$ cat src/rtl/opmux_arbiter.sv
// Round-robin 16-way arbiter that captures one requester's data word and
// holds it until accepted downstream. Optional grant lock: OPMUX_ARB_LOCK_EN.
module opmux_arbiter #(
  parameter int CHANSIZE = 4
) (
  input  logic                     clk,
  input  logic                     rst_n,
  input  logic [15:0]              req,
  input  logic [16*CHANSIZE-1:0]   chan_data,
  output logic [15:0]              sel,
  output logic                     out_valid,
  output logic [CHANSIZE-1:0]      out_data,
  input  logic                     out_ready,
  output logic [15:0]              ack
`ifdef OPMUX_ARB_LOCK_EN
  ,
  input  logic                     lock
`endif
);

  typedef enum logic {
    IDLE = 1'b0,
    BUSY = 1'b1
  } state_t;

  state_t              r_state;
  logic [3:0]          r_ptr;
  logic [3:0]          r_gnt_idx;
  logic [15:0]         r_sel;
  logic                r_out_valid;
  logic [CHANSIZE-1:0] r_out_data;

  logic                w_found;
  logic [3:0]          w_idx;
  logic                w_xfer;
  logic                w_lock_held;
  logic                w_lock;

`ifdef OPMUX_ARB_LOCK_EN
  logic r_lock_held;
  assign w_lock_held = r_lock_held;
  assign w_lock      = lock;
`else
  assign w_lock_held = 1'b0;
  assign w_lock      = 1'b0;
`endif

  // A locked grant only ever re-offers the previous winner; otherwise scan
  // ptr, ptr+1, ... with 4-bit wraparound.
  always_comb begin
    // NOTE: every output of a combinational block gets a default first so no latch is inferred.
    w_found = 1'b0;
    w_idx   = '0;
    if (w_lock_held) begin
      w_found = req[r_gnt_idx];
      w_idx   = r_gnt_idx;
    end else begin
      for (int k = 0; k < 16; k++) begin
        if (!w_found && req[4'(r_ptr + 4'(k))]) begin
          w_found = 1'b1;
          w_idx   = 4'(r_ptr + 4'(k));
        end
      end
    end
  end

  assign w_xfer = r_out_valid & out_ready;

  // NOTE: state registers use non-blocking assignments so all flops update together at the edge.
  always_ff @(posedge clk or negedge rst_n) begin
    if (!rst_n) begin
      r_state     <= IDLE;
      r_ptr       <= '0;
      r_gnt_idx   <= '0;
      r_sel       <= '0;
      r_out_valid <= 1'b0;
      r_out_data  <= '0;
`ifdef OPMUX_ARB_LOCK_EN
      r_lock_held <= 1'b0;
`endif
    end else begin
      case (r_state)
        IDLE: begin
          if (w_found) begin
            r_sel       <= 16'h0001 << w_idx;
            r_out_data  <= chan_data[w_idx*CHANSIZE +: CHANSIZE];
            r_gnt_idx   <= w_idx;
            r_out_valid <= 1'b1;
            r_state     <= BUSY;
          end
        end
        BUSY: begin
          // Grant index survives the return to IDLE so a lock can reuse it.
          if (w_xfer) begin
            r_sel       <= '0;
            r_out_valid <= 1'b0;
            r_state     <= IDLE;
            if (!w_lock) r_ptr <= r_gnt_idx + 4'd1;
`ifdef OPMUX_ARB_LOCK_EN
            r_lock_held <= w_lock;
`endif
          end
        end
        default: r_state <= IDLE;
      endcase
    end
  end

  assign sel       = r_sel;
  assign out_valid = r_out_valid;
  assign out_data  = r_out_data;
  assign ack       = r_sel & {16{w_xfer}};

endmodule

$ cat config.mk
export PLATFORM = sky130hd
export DESIGN_NAME = opmux_arbiter
export DESIGN_NICKNAME = d
export VERILOG_FILES = /design/src/rtl/opmux_arbiter.sv
export SDC_FILE = /design/constraint.sdc
export NUM_CORES = 1
export LEC_CHECK = 0
export CAP_MARGIN = 15
export CORE_MARGIN = 1.5
export CORE_UTILIZATION = 52
export CTS_CLUSTER_SIZE = 40
export DETAILED_ROUTE_END_ITERATION = 16
export GPL_TIMING_DRIVEN = 0
export HOLD_SLACK_MARGIN = 0.06
export PLACE_DENSITY = 0.87
export SYNTH_ARGS = -nofsm -noshare
export SYNTH_HDL_FRONTEND = slang
export SYNTH_SLANG_ARGS = --single-unit
$ cat constraint.sdc
create_clock -name clk -period 9.8 [get_ports clk]
set_clock_uncertainty 0.05 [all_clocks]
set_input_delay 1.96 -clock clk [delete_from_list [all_inputs] [get_ports clk]]
set_output_delay 1.96 -clock clk [all_outputs]
set_load 0.01 [all_outputs]
==> impl_summary.md, run 1 <==
Run status
The run finished with clean final reports.

Timing
Derived from the worst setup path, the maximum achievable clock frequency is 0.164 GHz. In this run the tightest slew margin relative to its limit is 46.7%. The count of endpoints failing setup in the final report is 0. The count of endpoints failing hold in the final timing report is 0. Of the available clock period, the critical path in the final layout requires 62.3%. For the pin with the worst max-slew slack, the measured transition is 0.793 ns. Setup repair after global routing left no endpoint under its margin. The routed design could run at a clock period as short as 6.10 ns. The count of pins over their slew limit is 0. In the final timing run, aggregate negative setup slack is 0 ns.

Layout
The fill cell instance count of the final layout is 566. Of the cells placed in the final design, the portion with a size suffix greater than 1 is 14.6%. The multi-input gate area in the final layout is 3190 um2.

The number of antenna cells inserted is 0. After the last flow step, the layout net total stands at 659. Summing all flip-flop and latch instances after layout gives 751 um2. The layout overhead on the synthesized area is 35.0%.

Yosys
Counting instances in the post-synthesis netlist gives the leading cell types as sky130_fd_sc_hd__mux2i_1, sky130_fd_sc_hd__nand2_1, sky130_fd_sc_hd__dfrtp_1. By instance count, the leading cell after synthesis is sky130_fd_sc_hd__mux2i_1. Yosys attributes the largest share of cell area to sky130_fd_sc_hd__dfrtp_1, sky130_fd_sc_hd__mux2i_1, sky130_fd_sc_hd__mux4_2. The share of async-settable or async-resettable flops after synthesis is 100%. During synthesis, Yosys emitted a total of 0 warnings. Of the total synthesized cell area, the portion taken by AND, OR, NAND and NOR gates is 15.5%. The synthesized area per cell is 9.34 um2. The predominant post-synthesis flop cell is sky130_fd_sc_hd__dfrtp_1.

The xor and xnor area share after synthesis is 3.10%. The compound-gate portion of the synthesized area is 20.8%. The mux contribution to synthesized area is 35.8%. The dominant combinational cell family by area after synthesis is multiplexers. The synthesized netlist net count is 532. For this run, the register share of the synthesized area comes to 18.2%. The count of flip-flops with a built-in enable after synthesis is 0. The area share of the largest cell type after synthesis is 18.2%.

The netlist uses 67 different library cells. In the synthesized netlist, the number of instances is 441. The most area-hungry cell type in the Yosys netlist is sky130_fd_sc_hd__dfrtp_1.

Counting flops and latches in the post-synthesis netlist gives 30. The arithmetic-cell share of the synthesized area counting full adders, half adders and majority gates is 2.43%. After synthesis the cells add up to 4120 um2.

Placement
The weighted congestion at the end of routability-driven global placement is 1.10. The post-detailed-placement half-perimeter wirelength is 11.5 mm. In this run the tool buffered the top-level ports with 119 buffer cells.

Die
The number of placement rows is 32. The total core area is 7690 um2. The floorplan die width is 92 um.

The y dimension of the die is 92 um. Once the floorplan was initialized, standard cells occupied 53.6% of the core. The area of the die is 8460 um2. The I/O pin count is 120.

Clocking
Clock-pin slew was measured on the worst setup and hold paths at 0.06 ns. The count of hold buffers inserted by post-cts repair is 0. The total clock buffers created by CTS is 5. The clock latency on the worst-skew pair is 0.29 ns.

The total clock sinks is 30. In this run, post-CTS repair resized a total of 0 instances. Buffers added to address setup during post-CTS repair amount to 0.

The number of H-tree levels is 2. The TritonCTS clock tree is built. The clock passes through at most 2 buffers.

Clock tree synthesis selected as its root buffer the cell sky130_fd_sc_hd__clkbuf_8.

Hold path
The class of the tightest hold or removal check is register to register. In this run the most critical hold path is launched from out_data[1].

Global route
In the global route stage, overall resource usage came out at 33.9%. The first global-routing pass estimated 22.3 mm of wire. The initial antenna violation count was 0. After global routing the overflow that remains totals 0. The number of global-route vias before repair was 4373. The pin count of the biggest net entering global routing is 20.

Drt
The post-detailed-route count of antenna-violating nets is 0. The first detailed-routing pass took 5 iterations. After detailed routing, the average wire length per cell comes to 21.3 um. Dividing the detail-routed via count by the number of cells gives 6.52. The final route contains 4372 vias. For this block, the initial DRC count from the detailed router was 298. The final wirelength is 14.3 mm. In the routed design, unresolved DRC markers number 0.

Setup path
Of all nets on the critical path, the largest fanout is 10. The required arrival time at the worst endpoint is 9.89 ns. The startpoint identified for the worst register-to-register timing path is r_ptr[1].

The most critical setup path has its startpoint at req[5]. STA classifies the critical path endpoint as a register. Data arrives at the worst endpoint at 6.20 ns. The setup path with the least slack is of type input port to register. The startpoint type of the worst setup path is an input port.

Flow run
Across the run, the number of max-cap violations was 0.
[cells by family after synthesis]
group                      count (synthesis)
AOI/OAI and AO/OA                        117
and+or+nand+nor                          122
DFF                                       30
xor gates and xnor gates                  12
buffers and inverters                     35
muxes                                    117
adders and majority gates                  8
[metrics by stage]
stage	std cells	hold slack [ns]	util [%]	worst slack [ns]	instance area [um2]
final	671	0.453	72.3	3.70	5560
after global routing	671	0.469	72.3	3.50	5560
after CTS	671	0.449	72.3	3.84	5560
after detailed placement	663	0.432	71.1	3.55	5470
after global placement	662	0.423	70.7	3.58	5440
after floorplan	441	0.436	-	4.72	4120
[metal layers]
layer | share of wire, % | vias up | track usage, %
li1 | - | 1977 | -
met1 | 37 | 2092 | 38.3
met2 | 50 | 248 | 60.1
met3 | 7.7 | 55 | 6.55
met4 | 4.9 | 0 | 17.7
met5 | 0 | - | 0
[state kept, by name, indices dropped and copies added (netlist names)]
signal / count
out_data: 4
out_valid: 1
r_gnt_idx: 4
r_ptr: 4
r_state: 1
sel: 16
[final timing paths]
path	endpoint	slack (ns)	cells after the start
max in group asynchronous	r_ptr[2]	7.18	2
min in group asynchronous	sel[14]	2.00	1
min reg2reg	out_data[1]	0.45	2
max	out_data[0]	3.70	13
max reg2reg	out_data[0]	3.95	16
min	out_data[1]	0.45	2
[placed cells by master, fill, tap and decap left out, types with 17 or more instances in the layout]
| master | synthesis | routed |
|---|---|---|
| sky130_fd_sc_hd__mux4_2 | 17 | 17 |
| sky130_fd_sc_hd__mux2_2 | 24 | 24 |
| sky130_fd_sc_hd__and3_1 | 20 | 20 |
| sky130_fd_sc_hd__dfrtp_1 | 30 | 30 |
| sky130_fd_sc_hd__mux2i_1 | 67 | 67 |
| sky130_fd_sc_hd__nor2_1 | 28 | 28 |
| sky130_fd_sc_hd__clkdlybuf4s50_1 | 0 | 119 |
| sky130_fd_sc_hd__o21ai_0 | 17 | 17 |
| sky130_fd_sc_hd__nand2_1 | 31 | 31 |
[worst max-delay path: stages]
cell,delay [ns]
sky130_fd_sc_hd__clkdlybuf4s50_1,0.47
sky130_fd_sc_hd__mux4_2,0.58
sky130_fd_sc_hd__mux2i_1,0.49
sky130_fd_sc_hd__mux2_2,0.37
sky130_fd_sc_hd__nand4_2,0.18
sky130_fd_sc_hd__nor3_4,0.34
sky130_fd_sc_hd__and4_1,0.24
sky130_fd_sc_hd__a31oi_1,0.07
sky130_fd_sc_hd__a211oi_4,0.53
sky130_fd_sc_hd__inv_1,0.28
sky130_fd_sc_hd__nor2_2,0.37
sky130_fd_sc_hd__o2bb2ai_1,0.17
sky130_fd_sc_hd__o221ai_1,0.16
[cell type report]
cell class                 count  area share (%)
tap                          102            2.30
buffer                        23            2.32
timing repair buffer         120            21.9
clock buffer                   6            1.49
inverter                      12           0.810
clock inverter                 2           0.225
sequential                    30            13.5
multi-input combinational    376            57.4
Power of run 1 is left out: the tool's default activity adds up to more than one toggle a clock period on the data nets, which glitch-free logic cannot reach.
==> run 2, diff against run 1 <==
CORE_UTILIZATION = 49   (was 52)
PLACE_DENSITY = 0.82   (was 0.87)
clock period = 5.75 ns   (was 9.8 ns; I/O delays follow)
==> run 2 against run 1 <==
Net effect:
- register-to-register slack got worse by 3.6 ns
- critical path depth grew 4
- cell count up 0.89%
- utilization shrank 3.8 points
- hold slack improved by 0.0047 ns
- via count fell by 2.6%
- count of clock-buffer cells in the layout stayed put
- non-clock buffer count rose by 3
- first-iteration DRC count fell by 17%
- wire length down 3.7%
- global-route usage down 2.4 points
==> impl_summary.md, run 2 (synthesized netlist as in run 1, its figures left out) <==
Clocking
TritonCTS built the clock tree. After clock tree synthesis, the clock-pin slew on the worst setup and hold paths is 0.07 ns. Counting along the longest clock path gives a buffer depth of 2. The number of H-tree levels is 2. In this run, CTS created clock tree buffers numbering 5. Clock tree synthesis found a total of 30 sinks. The later pin in the worst-skew pair is clocked with a latency of 0.28 ns. The tree is rooted in a sky130_fd_sc_hd__clkbuf_8.

Flow run
The max capacitance violation total is 0.

Drt
For this run, the detailed router's first-pass iteration total came to 5. The detailed-route via count is 4258. Dividing the detail-routed wire length by the instance count gives 20.3 um.

After detailed routing, the number of remaining DRC violations is 0. The number of DRC violations after detailed-routing iteration 0 is 247. The final wirelength is 13.7 mm.

The post-detailed-route count of antenna-violating nets is 0. Dividing the detail-routed via count by the number of cells gives 6.29.

Layout
The number of antenna cells inserted is 0. The fill cell instance count of the final layout is 652. After routing the design area is 5600 um2. Of the cells placed in the final design, the portion with a size suffix greater than 1 is 15.2%. Leaving out fill and tap cells, the most frequent cell in the layout is sky130_fd_sc_hd__clkdlybuf4s50_1.

Once layout is complete, the cells apart from fillers number 677. The area growth from synthesis to layout is 36.0%. At the end of the flow, the number of nets in the layout was 662. The library cells used most frequently in the layout, excluding fill and tap cells, are sky130_fd_sc_hd__clkdlybuf4s50_1, sky130_fd_sc_hd__mux2i_1, sky130_fd_sc_hd__nand2_1, sky130_fd_sc_hd__dfrtp_1, sky130_fd_sc_hd__nor2_1.

The post-layout utilization of the core is 68.5%. The register with the most flip-flops in the layout has 16 of them.

Global route
Entering global routing, the biggest net connects 18 pins. The number of global-route vias before repair is 4027. The initial antenna violation count was 0. After global routing the overflow that remains totals 0. The global-route wire length before repair is 21.5 mm. The overall global routing resource usage is 31.5%.

Setup path
The worst register-to-register path has a setup slack of 0.34 ns. The startpoint type of the worst setup path is a register. Walking the worst path, the cells encountered are buf_2, inv_1, ha_1, buf_2, mux4_2, mux2i_1, mux2_1, nand4_2, nor3_4, nand2_1, o211ai_1, nand2_1, buf_6, mux2_1, a221oi_1, o21a_1, a221oi_1. The critical setup path kind is register to register. The critical path buffer and inverter count is 4. The data arrival time at the worst-slack endpoint is 5.49 ns. In this design, the largest share of critical-path delay is due to multiplexers. STA classifies the critical path endpoint as a register. STA puts the critical path data required time at 5.83 ns. The top fanout value on the critical path is 10. For this design, the slowest cell found on the critical path is sky130_fd_sc_hd__mux4_2. The delay of the slowest cell on the worst path is 0.60 ns.

Timing
The count of endpoints failing hold in the final timing report is 0. The setup TNS is 0 ns. The worst path in the final design needs a cycle of 5.41 ns, including I/O delays and setup. The count of endpoints failing setup in the final report is 0. The worst path uses 94.1% of the clock period.

Headroom to the max-slew limit came out at 48.9%. For the pin with the worst max-slew slack, the measured transition is 0.757 ns. The highest clock rate is 0.185 GHz. Setup repair after global routing left no endpoint under its margin. The count of pins over their slew limit is 0.

Placement
The weighted congestion at the end of routability-driven global placement is 1.01. The placed instances occupy a cell area of 5470 um2. After legalization and detailed placement, the total HPWL measured 11.2 mm. Counting tap cells, the placed design contains a total of 666 instances. Buffers placed on the I/O ports in this run total 119.

Die
The y dimension of the die is 94.7 um. The initial utilization of the core area, before any placement, comes to 50.4%. 120 I/O pins were placed. The floorplan die width is 94.7 um. The area of the die is 8970 um2.

The total core area is 8180 um2. In this run the core area contains 33 standard-cell rows.

Hold path
The class of the tightest hold or removal check is register to register.

Run status
The run finished with clean final reports.
run 2: cell count changes in the layout (fill, tap and decap cells not counted), sizes merged:
cell | before | now
buf | 15 | 18
run 2: area by class of cell:
cell class                 instances  area, um2  share of cell area, %
buffer                            23        130                   2.32
clock buffer                       6       82.6                   1.47
clock inverter                     2       12.5                  0.223
inverter                          12       45.0                  0.804
multi-input combinational        376       3190                   57.0
sequential                        30        751                   13.4
tap                              105        131                   2.35
timing repair buffer             123       1250                   22.4
run 2: final timing paths:
check / start / to / depth (start not counted)
worst min register to register: out_data[0] / out_data[0] / 2
worst max-delay path: r_ptr[1] / out_data[2] / 17
worst min-delay path: out_data[0] / out_data[0] / 2
min in group asynchronous: rst_n / sel[12] / 1
worst max register to register: r_ptr[1] / out_data[2] / 17
max in group asynchronous: rst_n / r_gnt_idx[3] / 2
run 2: layer usage:
layer	wire (um)	share of wire, %	GRT usage [%]	vias to the layer above
met5	0	0	0	-
met4	425	3.1	12.6	0
met3	892	6.5	3.62	33
met2	7010	51	54.2	213
met1	5410	39	39.9	2021
li1	-	-	-	1991
run 2: metrics by stage:
step | worst slack [ns] | hold WS (ns)
2_1_floorplan | 1.29 | 0.436
3_3_place_gp | 0.0840 | 0.434
3_5_place_dp | 0.0851 | 0.438
4_1_cts | 0.0609 | 0.456
5_1_grt | 0.00164 | 0.485
6_report | 0.342 | 0.458
run 2: tightest hold or removal path: stages, from the launching register on:
cell and delay, ns:
sky130_fd_sc_hd__dfrtp_1 0.35, sky130_fd_sc_hd__nand2_1 0.06, sky130_fd_sc_hd__o221ai_1 0.06
run 2: repair_timing:
action                                  4_1_cts  5_1_grt
setup buffers                                 0        3
resized for setup                             0        2
endpoints found under the setup margin        0       16
hold buffers                                  0        0
Power of run 2 is left out for the same reason.
